$ cat src/rtl/intdiv_otf_conv_pkg.sv
`default_nettype none
// ============================================================================
// Module  : intdiv_otf_conv_pkg
// Brief   : Shared SD2 digit codes and converter state encoding for the
//           integer divider's on-the-fly quotient conversion.
// Revision: 1.0 - initial release
// ============================================================================
package intdiv_otf_conv_pkg;

  // SD2 digit is (p,n) with value p-n; both zero codes are equivalent
  localparam logic [1:0] c_POS1   = 2'b10;
  localparam logic [1:0] c_NEG1   = 2'b01;
  localparam logic [1:0] c_ZERO_1 = 2'b00;
  localparam logic [1:0] c_ZERO_2 = 2'b11;

  typedef enum logic [1:0] {
    ST_IDLE = 2'd0,
    ST_CONV = 2'd1,
    ST_DONE = 2'd2
  } state_t;

endpackage : intdiv_otf_conv_pkg
`default_nettype wire

$ cat src/rtl/intdiv_otf_step.sv
`default_nettype none
// ============================================================================
// Module  : intdiv_otf_step
// Brief   : One on-the-fly conversion step. Appends one SD2 digit to the
//           (Q, QM=Q-1) register pair without any carry-propagate add.
//           Purely combinational so it can be chained in unrolled dividers.
// Revision: 1.0 - initial release
// ============================================================================
module intdiv_otf_step
  import intdiv_otf_conv_pkg::*;
#(
  parameter int W = 17
) (
  input  logic [W-1:0] q,
  input  logic [W-1:0] qm,
  input  logic [1:0]   dig,
  output logic [W-1:0] q_next,
  output logic [W-1:0] qm_next
);

  // The MSBs shift out; the result range guarantees they carry no information
  logic w_unused_msb;
  assign w_unused_msb = q[W-1] ^ qm[W-1];

  // Select which register each shifted copy comes from, based on the digit
  always_comb begin
    q_next  = {q[W-2:0], 1'b0};
    qm_next = {qm[W-2:0], 1'b1};
    case (dig)
      c_POS1: begin
        q_next  = {q[W-2:0], 1'b1};
        qm_next = {q[W-2:0], 1'b0};
      end
      c_NEG1: begin
        q_next  = {qm[W-2:0], 1'b1};
        qm_next = {qm[W-2:0], 1'b0};
      end
      c_ZERO_1, c_ZERO_2: begin
        q_next  = {q[W-2:0], 1'b0};
        qm_next = {qm[W-2:0], 1'b1};
      end
    endcase
  end

endmodule : intdiv_otf_step
`default_nettype wire

$ cat src/rtl/intdiv_otf_conv.sv
`default_nettype none
// ============================================================================
// Module  : intdiv_otf_conv
// Brief   : Serial on-the-fly converter from MSB-first SD2 quotient digits
//           to an (N+1)-bit two's-complement quotient, with optional -1
//           correction for a negative final remainder.
// Revision: 1.0 - initial release
// ============================================================================
module intdiv_otf_conv
  import intdiv_otf_conv_pkg::*;
#(
  parameter int N     = 16,
  parameter int CNT_W = 5
) (
  input  logic         clk,
  input  logic         rst_n,
  input  logic         start,
  input  logic         dig_valid,
  input  logic [1:0]   dig,
  input  logic         rem_neg,
  output logic         dig_ready,
  output logic         busy,
  output logic         quo_valid,
  output logic [N:0]   quo,
  input  logic         quo_ack
);

  localparam logic [CNT_W-1:0] c_LAST = CNT_W'(N - 1);

  state_t           r_state;
  state_t           w_state_next;
  logic [N:0]       r_q;
  logic [N:0]       r_qm;
  logic [N:0]       w_q_next;
  logic [N:0]       w_qm_next;
  logic [CNT_W-1:0] r_cnt;
  logic [N:0]       r_quo;
  logic             r_quo_valid;
  logic             w_quo_valid_next;
  logic             w_load;
  logic             w_accept;
  logic             w_last;

  intdiv_otf_step #(
    .W (N + 1)
  ) u_step (
    .q       (r_q),
    .qm      (r_qm),
    .dig     (dig),
    .q_next  (w_q_next),
    .qm_next (w_qm_next)
  );

  assign w_accept = dig_valid && (r_state == ST_CONV);
  assign w_last   = (r_cnt == c_LAST);

  // State register
  always_ff @(posedge clk or negedge rst_n) begin
    if (!rst_n) begin
      r_state <= ST_IDLE;
    end else begin
      r_state <= w_state_next;
    end
  end

  // Next-state, register-load strobe and quo_valid update; start beats ack in DONE
  always_comb begin
    w_state_next     = r_state;
    w_load           = 1'b0;
    w_quo_valid_next = r_quo_valid;
    case (r_state)
      ST_IDLE: begin
        if (start) begin
          w_load       = 1'b1;
          w_state_next = ST_CONV;
        end
      end
      ST_CONV: begin
        if (w_accept && w_last) begin
          w_quo_valid_next = 1'b1;
          w_state_next     = ST_DONE;
        end
      end
      ST_DONE: begin
        if (start) begin
          w_load           = 1'b1;
          w_quo_valid_next = 1'b0;
          w_state_next     = ST_CONV;
        end else if (quo_ack) begin
          w_quo_valid_next = 1'b0;
          w_state_next     = ST_IDLE;
        end
      end
      default: begin
        w_state_next     = ST_IDLE;
        w_quo_valid_next = 1'b0;
      end
    endcase
  end

  // Q/QM pair and digit counter: reinitialise on start, advance on each accepted digit
  always_ff @(posedge clk or negedge rst_n) begin
    if (!rst_n) begin
      r_q   <= '0;
      r_qm  <= '1;
      r_cnt <= '0;
    end else if (w_load) begin
      r_q   <= '0;
      r_qm  <= '1;
      r_cnt <= '0;
    end else if (w_accept) begin
      r_q   <= w_q_next;
      r_qm  <= w_qm_next;
      r_cnt <= r_cnt + CNT_W'(1);
    end
  end

  // Result capture with the last digit; QM_next already equals Q_next-1
  always_ff @(posedge clk or negedge rst_n) begin
    if (!rst_n) begin
      r_quo       <= '0;
      r_quo_valid <= 1'b0;
    end else begin
      r_quo_valid <= w_quo_valid_next;
      if (w_accept && w_last) begin
        r_quo <= rem_neg ? w_qm_next : w_q_next;
      end
    end
  end

  assign dig_ready = (r_state == ST_CONV);
  assign busy      = (r_state == ST_CONV);
  assign quo_valid = r_quo_valid;
  assign quo       = r_quo;

endmodule : intdiv_otf_conv
`default_nettype wire

$ cat config.mk
export PLATFORM = sky130hd
export DESIGN_NAME = intdiv_otf_conv
export DESIGN_NICKNAME = d
export VERILOG_FILES = /design/src/rtl/intdiv_otf_conv_pkg.sv /design/src/rtl/intdiv_otf_step.sv /design/src/rtl/intdiv_otf_conv.sv
export SDC_FILE = /design/constraint.sdc
export NUM_CORES = 1
export LEC_CHECK = 0
export CAP_MARGIN = 20
export CORE_MARGIN = 2
export CORE_UTILIZATION = 48
export CTS_CLUSTER_DIAMETER = 60
export DETAILED_ROUTE_END_ITERATION = 8
export PLACE_DENSITY = 0.76
export RECOVER_POWER = 100
export SETUP_SLACK_MARGIN = 0.5
export SKIP_CTS_REPAIR_TIMING = 1
export SYNTH_ARGS = -nofsm -noshare
export SYNTH_HDL_FRONTEND = slang
export SYNTH_SLANG_ARGS = --single-unit
$ cat constraint.sdc
create_clock -name clk -period 1.8 [get_ports clk]
set_input_delay 0.36 -clock clk [delete_from_list [all_inputs] [get_ports clk]]
set_output_delay 0.36 -clock clk [all_outputs]
set_load 0.02 [all_outputs]
Word level (Yosys, flattened, before mapping)
Cells that the tools add are included.
{ "op_classes": {"n_addsub": 1, "n_bitwise": 1, "n_reduce_logical": 9, "n_eq_ne": 9, "n_div": 0, "n_mul": 0, "shifts": 0, "n_mux": 20, "n_lt_le_gt_ge": 0} }
{ "ops": {"columns": ["cell", "n"], "rows": [
  ["case mux 17 bit (3 select lines)", 2],
  ["two-way mux 16 bit", 4],
  ["two-way mux 17 bit", 1],
  ["two-way mux 5 bit", 2],
  ["two-way mux 2 bit", 4],
  ["equality test 2 bit (second input constant)", 3],
  ["case mux 2 bit (3 select lines)", 1],
  ["AND reduction 3 bit", 2],
  ["adder 5 x 1 -> 5 bit (second input constant)", 1],
  ["equality test 5 x 4 -> 1 bit (second input constant)", 1],
  ["two-way mux 1 bit", 5],
  ["equality test 2 x 1 -> 1 bit (second input constant)", 2],
  ["logical NOT 2 bit", 2],
  ["OR reduction 2 bit", 2],
  ["!= test 3 bit (second input constant)", 1],
  ["case mux 1 bit (3 select lines)", 1],
  ["logical AND 1 bit", 2],
  ["!= test 2 x 1 -> 1 bit (second input constant)", 1],
  ["!= test 2 bit (second input constant)", 1],
  ["nonzero test 2 bit", 1],
  ["NOT 1 bit", 1]
]} }
{ "totals": {"mem_bits_ro": 0, "regBits": 57, "mem_count": 0, "ramBits": 0, "out_inout_bits": 20, "latch_bits": 0, "word_cells": 46, "input_bits": 8} }

Longest topological paths before layout
Gate-level depths: netlist of run 1.
{ "logic_depth": {"ltp_word": 5, "depth_mapped": 7, "depth_no_buf": 6} }

Hierarchy
A second synthesis of run 1 with hierarchy kept.
{ "hier_totals": {"cells_unflattened": 341, "hier_area_um2": 2989.1} }
{ "modules_own_cells": {"columns": ["module", "area_each_um2", "cells_each", "n_inst"], "rows": [
  ["intdiv_otf_conv", 2531.2, 261, 1],
  ["intdiv_otf_step", 457.9, 80, 1]
]} }

Worst setup path before layout of run 1
OpenSTA, ideal clock, no wires.
{ "synth_path": {"path_kind": "register to register", "from": "register r_cnt[0]", "to": "register r_quo[15] (netlist: quo[15])", "synth_period_minus_slack_ns": 1.615, "stages_incl_launch_ff": 7, "path_slack_ns": 0.185, "t_required_ns": 1.665, "arrival_time_ns": 1.481, "cell_sequence": "dfrtp_1 -> ha_1 -> and3_1 -> ha_1 -> nand4b_2 -> clkbuf_1 -> o31ai_1"} }
{ "synth_between": {"elab_chain_len": 2} }
{ "synth_rtl": {"columns": ["element", "line", "text"], "rows": [
  ["start, declared", "intdiv_otf_conv.sv:36", "logic [CNT_W-1:0] r_cnt;"],
  ["start signal, assigned", "intdiv_otf_conv.sv:114", "r_cnt <= r_cnt + CNT_W'(1);"],
  ["equality test 5 x 4 -> 1 bit", "intdiv_otf_conv.sv:55", "assign w_last = (r_cnt == c_LAST);"],
  ["logical AND 1 bit", "intdiv_otf_conv.sv:125", "if (w_accept && w_last) begin"],
  ["end signal, assigned", "intdiv_otf_conv.sv:126", "r_quo <= rem_neg ? w_qm_next : w_q_next;"],
  ["end, declared", "intdiv_otf_conv.sv:37", "logic [N:0] r_quo;"]
]} }
Every way passes these cells.
A chain may end at the register's enable or synchronous reset.

Final worst setup path of run 1
{ "layout_path": {"from": "register r_cnt[1]", "to": "register r_quo[2] (netlist: quo[2])"} }
The elaborated chain is that of the path after synthesis.

==> impl_results.md, run 1 <==
- Top cells by count, synth: 41 x dfrtp_1, 34 x nand2_1, 33 x o21ai_0, 16 x a221oi_1, 16 x dfstp_2
- TritonCTS Sinks: 57
- RSZ-0062 raised after global routing: true
- Psw: 2.58 mW
- Placement Cell Area: 3660 µm²
- Final ANT Viol Nets: 0
- CTS Root Cell: clkbuf_8
- Pint: 4.18 mW
- Yosys top cell area share: 0.347
- GRT overflow: 0
- Via count: 2941
- Average instance area after synthesis: 10.4 µm²
- CTS clock-pin slew for the worst setup and hold paths: 0.07 ns
- Top Ports: 28
- DRC viols: 0
- Fmax achieved: 0.575 GHz
- Worst slew pin tran: 1.41 ns
- Worst Setup Path Type: register to register
- Vias/cell: 7.00
- PwrDens: 1590 nW/µm²
- Synth warn: 0
- Primary FF master, synth: dfrtp_1
- Crit end category: register
- CTS buffer count: 9
- Gate power share: 0.352
- Clk Latency, worst-skew pair: 0.35 ns
- #FFs+latches synth: 57
- GR Util All Layers: 0.245
- TritonCTS clock tree: done
- Initial DRC Count: 391
- FF-to-FF path depth: 6
- Fin Hold WS: 0.414 ns
- Final Hold Vio Count: 0
- First-pass GRT wire length: 12.4 mm
- Final setup viols: 0
- Die area: 6800 µm²
- Worst min-delay path class: input port to asynchronous set/reset pin
- WL per Instance: 24.6 µm
- Worst EP required: 2.03 ns
- Crit path max fanout: 18
- Die width: 82.5 µm
- R2R Setup Slk: 0.06 ns
- CTS max path bufs: 2
- Pre-antenna DRT Iters: 5
- Async SR Flop Fraction: 1.00
- Leak Pwr: 1.84 nW
- Dominant cells by area after synthesis: dfrtp_1 35%, dfstp_2 14%, o21ai_0 5.6%, o211a_1 5.1%, a221oi_1 4.7%
- Final period utilization: 0.966
- Syn Nets: 297
- Clk network pwr share: 0.237
- Final worst-path setup slack: 0.0604 ns
- Share of layout cells above drive strength 1: 0.380
- Core area: 5920 µm²
- VDD IR-drop max: 0.941 mV
- Post-synthesis cell area: 2960 µm²
- Slew Limit Fails: 0
- Row cnt: 28
- Clock Skew: 0.00958 ns
- Crit start category: register
- RR Startpoint: r_cnt[1]
- Status: finished, final reports clean
- Die height: 82.5 µm
- WL final: 10.3 mm
- Count leader, synth: dfrtp_1
- Vias in the first global route: 2494
- Worst flop-to-flop path endpoint: quo[2]
- # diodes: 0
- Switching share of total power: 0.381
- Gp weighted congestion: 0.759
- Hpwl dp: 4.61 mm
- Post-synthesis sequential area ratio: 0.489
- Crit path time final: 1.74 ns
- Reg power frac: 0.411
- Maximum level of the CTS H-tree: 3
- Crit path arrival time: 1.97 ns
- Post-Place Worst Slack: -0.299 ns
- Netlist cell types: 36
- Post-synth top area cell: dfrtp_1
- Maxcap violations: 0
- Footprint of the multi-input gates: 1780 µm²
- Worst slew margin: 0.0573
- Number of port buffers: 27
- Initial antenna violation count: 0
- FF+latch area: 1450 µm²
- Nets: 352
- Syn-to-layout area delta: 43.7%
- Largest net degree at the start of global routing: 58
- Fill count: 400
- Post-Synthesis Cells: 285
- Post-synth EDFFs: 0
- Initial Util: 0.499
- Post-route cell area: 4250 µm²
[critical path, stage by stage, from the launching register on]
cell and delay, ns:
dfrtp_1 0.36, ha_1 0.20, and3_1 0.18, ha_1 0.23, nand4b_4 0.16, buf_12 0.19
o31ai_1 0.30
[area by class of cell]
type                            instances  area share
Clock buffer                           10      0.0300
Clock inverter                          6      0.0306
Inverter                                5     0.00442
Multi-Input combinational cell        197       0.419
Sequential cell                        57       0.341
Tap cell                               75      0.0221
Timing Repair Buffer                   70       0.153
[state kept, by name, indices dropped and copies added (netlist names)]
register	count
r_state	2
r_q	16
quo	17
quo_valid	1
r_qm	16
r_cnt	5
[per-layer routing]
metal / up-vias / GRT usage / routed length (µm)
li1: 1225 / - / -
met3: 37 / 0.0391 / 772
met5: - / 0 / 0
met4: 0 / 0.108 / 321
met2: 184 / 0.373 / 4960
met1: 1495 / 0.346 / 4280
[power by group through the flow]
stage	Sequential, mW	Clock, mW	Combinational [mW]
floorplan	2.62	0	1.20
global placement	2.57	0	1.96
detailed placement	2.59	0	2.02
CTS	2.58	1.60	2.03
global route	2.83	1.69	2.54
finish	2.77	1.60	2.38
[cell usage in the layout, fill, tap and decap left out, drive strengths merged, types with 16 or more instances in the layout]
cell type | Yosys | final
dfstp | 16 | 16
buf | 19 | 34
nand2 | 34 | 34
o21ai | 37 | 37
dfrtp | 41 | 41
clkbuf | 9 | 40
a221oi | 16 | 16
[worst max-delay path by stage]
stage / start / end / slack, ns / cells past startpoint
floorplan: r_cnt[0] / quo[5] / 0.32 / 6
global placement: dig[1] / quo[6] / -0.25 / 7
detailed placement: dig[0] / quo[15] / -0.30 / 6
CTS: r_state[1] / busy / -0.18 / 2
global route: r_cnt[1] / quo[2] / 0.02 / 6
finish: r_cnt[1] / quo[2] / 0.06 / 6
[kinds of logic after synthesis]
kind of cell,after synthesis,share of synthesized area
AO/OA/AOI/OAI,134,0.341
flip-flops,57,0.489
AND/OR/NAND/NOR,54,0.0893
buffers and inverters,33,0.0542
adder cells (fa/ha/maj),4,0.0169
XOR/XNOR,2,0.00593
multiplexers,1,0.00339
[per-stage QoR]
step | util | setup TNS, ns | total power [mW] | std cells
floorplan | - | 0 | 3.82 | 285
global placement | 0.618 | -7.59 | 4.52 | 385
detailed placement | 0.618 | -8.62 | 4.61 | 385
CTS | 0.661 | -0.354 | 6.21 | 401
global route | 0.717 | 0 | 7.06 | 420
finish | 0.717 | 0 | 6.75 | 420
No activity file was read; power rests on OpenSTA's default activity.
==> inputs of run 2 (changes only) <==
--- a/config.mk
+++ b/config.mk
@@ -7,10 +7,10 @@
 export LEC_CHECK = 0
 export CAP_MARGIN = 20
 export CORE_MARGIN = 2
-export CORE_UTILIZATION = 48
+export CORE_UTILIZATION = 57
 export CTS_CLUSTER_DIAMETER = 60
 export DETAILED_ROUTE_END_ITERATION = 8
-export PLACE_DENSITY = 0.76
+export PLACE_DENSITY = 0.86
 export RECOVER_POWER = 100
 export SETUP_SLACK_MARGIN = 0.5
 export SKIP_CTS_REPAIR_TIMING = 1
==> run 2 against run 1 <==
Highest routed layer unchanged. Final area fell by 5.7%. Sequential share of layout area up 2.0 points. Cell count is 1.7% lower. Routed wire length shrank 3.0%. Critical endpoint is now quo[9]. Largest power group unchanged. Global-route usage up 2.7 points.
==> impl_results.md, run 2 (same netlist as run 1, synthesis figures left out) <==
- Hpwl dp: 4.87 mm (+5.6%)
- Crit path max fanout: 23 (+5)
- PwrDens: 1520 nW/µm² (-4.3%)
- Worst EP required: 2.02 ns (about the same)
- VDD IR-drop max: 0.892 mV (-5.2%)
- First-pass GRT wire length: 12.6 mm (+1.1%)
- Share of layout cells above drive strength 1: 0.362 (-0.0182)
- Die width: 76.0 µm (-7.8%)
- WL final: 10.0 mm (-3.0%)
- Crit end category: register
- RR Startpoint: r_cnt[1]
- Worst Setup Path Type: register to register
- Status: finished, final reports clean
- GR Util All Layers: 0.273 (+0.0274)
- CTS Root Cell: clkbuf_8
- Initial Util: 0.586 (+0.0869)
- Met2 GRT Util: 0.437 (+0.0640)
- Fmax achieved: 0.565 GHz (-1.7%)
- WL per Instance: 24.3 µm (-1.4%)
- Initial antenna violation count: 0 (unchanged)
- Final ANT Viol Nets: 0 (unchanged)
- Slew Limit Fails: 0 (unchanged)
- Final period utilization: 0.983 (+0.0165)
- Busiest grt layer: met2
- CTS buffer count: 9 (unchanged)
- CTS max path bufs: 2 (unchanged)
- Maximum level of the CTS H-tree: 3 (unchanged)
- Met1 usage: 0.370 (+0.0235)
- Worst flop-to-flop path endpoint: quo[9]
- R2R Setup Slk: 0.03 ns (-0.03 ns)
- Vias/cell: 7.18 (+2.6%)
- Die area: 5780 µm² (-15%)
- Top Ports: 28 (unchanged)
- Crit path time final: 1.77 ns (+0.0296 ns)
- Crit start category: register
- Core area: 5040 µm² (-15%)
- Pre-antenna DRT Iters: 5 (unchanged)
- # diodes: 0 (unchanged)
- Die height: 76.0 µm (-7.8%)
- Via count: 2966 (+0.85%)
- Worst slew margin: 0.233 (+0.175)
- Most frequent cells in the layout: 41 x dfrtp_1, 32 x nand2_1, 28 x clkbuf_1
- RSZ-0062 raised after global routing: true
- Most common cell after layout, fill and taps aside: dfrtp_1
- Largest net degree at the start of global routing: 34 (-41%)
- Clock Skew: 0.00681 ns (-0.00278 ns)
- Worst setup path endpoint: quo[9]
- Gp weighted congestion: 0.788 (+3.8%)
- TritonCTS Sinks: 57 (unchanged)
- Setup TNS: 0 ns (unchanged)
- Final worst-path setup slack: 0.0308 ns (-0.0296 ns)
- Number of port buffers: 27 (unchanged)
- Grt met3 use: 0.0557 (+0.0166)
- Vias in the first global route: 2565 (+2.8%)
- Initial DRC Count: 392 (+0.26%)
- GRT overflow: 0 (unchanged)
- Final Core Density: 0.795 (+0.0773)
- Crit path from: r_cnt[1]
- TritonCTS clock tree: done
- Row cnt: 26 (-7.1%)
- Post-Place Worst Slack: -0.291 ns (+0.00882 ns)
- Worst min-delay path class: input port to asynchronous set/reset pin
- Leak Pwr: 1.74 nW (-5.6%)
- Nets: 350 (-0.57%)
- CTS clock-pin slew for the worst setup and hold paths: 0.07 ns (about the same)
- Clk Latency, worst-skew pair: 0.35 ns (about the same)
- DRC viols: 0 (unchanged)
- Syn-to-layout area delta: 35.6%
- Largest register FFs: 17 (unchanged)
- Final Hold Vio Count: 0 (unchanged)
- Maxcap violations: 0 (unchanged)
- Crit path arrival time: 1.99 ns (+0.02 ns)
- FF-to-FF path depth: 6 (unchanged)
- Worst slew pin tran: 1.15 ns (-0.263 ns)
- Final setup viols: 0 (unchanged)
==> run 2: changes by cell type in the layout (fill, tap and decap cells not counted), sizes merged <==
| cell | change |
|---|---|
| dlymetal6s2s | -2 |
| clkinv | +1 |
| buf | -3 |
| clkbuf | +6 |
| bufinv | -4 |
==> run 2: cell type report <==
type / instances / area [µm²]
repair buffers: 68 / 561
multi-input cells: 197 / 1720
clock buffers: 13 / 159
clock inverters: 3 / 15.0
well taps: 70 / 87.6
flip-flops and latches: 57 / 1450
fillers: 316 / 1030
inverters: 5 / 18.8
==> run 2: power breakdown <==
part | total (mW) | switching [mW] | leakage (nW) | internal [mW]
logic | 2.29 | 1.21 | 0.929 | 1.07
registers | 2.72 | 0.749 | 0.715 | 1.97
clock network | 1.09 | 0.522 | 0.0932 | 0.568
==> run 2: per-layer routing <==
layer,vias to the layer above,wire (µm)
li1,1209,-
met1,1471,3770
met2,230,4930
met3,56,952
met4,0,369
met5,-,0
==> run 2: worst min-delay path by stage <==
stage                      from       end  slack [ns]  cells after the start
after floorplan           rst_n    quo[0]        0.06                      0
after global routing      rst_n    r_q[5]        0.31                      1
after CTS                 rst_n  r_cnt[1]      -0.005                      1
after detailed placement  rst_n  r_cnt[1]        0.36                      1
final                     rst_n    quo[2]        0.22                      1
after global placement    rst_n  r_cnt[1]        0.36                      1
==> run 2: stage by stage <==
step                cells  cell area (µm²)  hold WS (ns)  total power, mW
finish                413             4010         0.220             6.10
global route          413             4010         0.310             6.37
CTS                   396             3810      -0.00460             5.70
detailed placement    380             3640         0.359             4.61
global placement      380             3640         0.361             4.50
floorplan             285             3220        0.0644             3.82
==> run 2: worst max-delay path, cell delays in order (launching register included) <==
cell and delay [ns]:
dfrtp_1 0.40, ha_1 0.19, and3_4 0.20, ha_4 0.15
nand4b_4 0.15, buf_12 0.20, o31ai_1 0.35
==> inputs of run 3 (changes only) <==
--- a/config.mk
+++ b/config.mk
@@ -8,7 +8,7 @@
 export CAP_MARGIN = 20
 export CORE_MARGIN = 2
 export CORE_UTILIZATION = 57
-export CTS_CLUSTER_DIAMETER = 60
+export CTS_CLUSTER_DIAMETER = 150
 export DETAILED_ROUTE_END_ITERATION = 8
 export PLACE_DENSITY = 0.86
 export RECOVER_POWER = 100
==> results of run 3 <==
The final DEF is identical to that of run 2; final timing and power are the same.
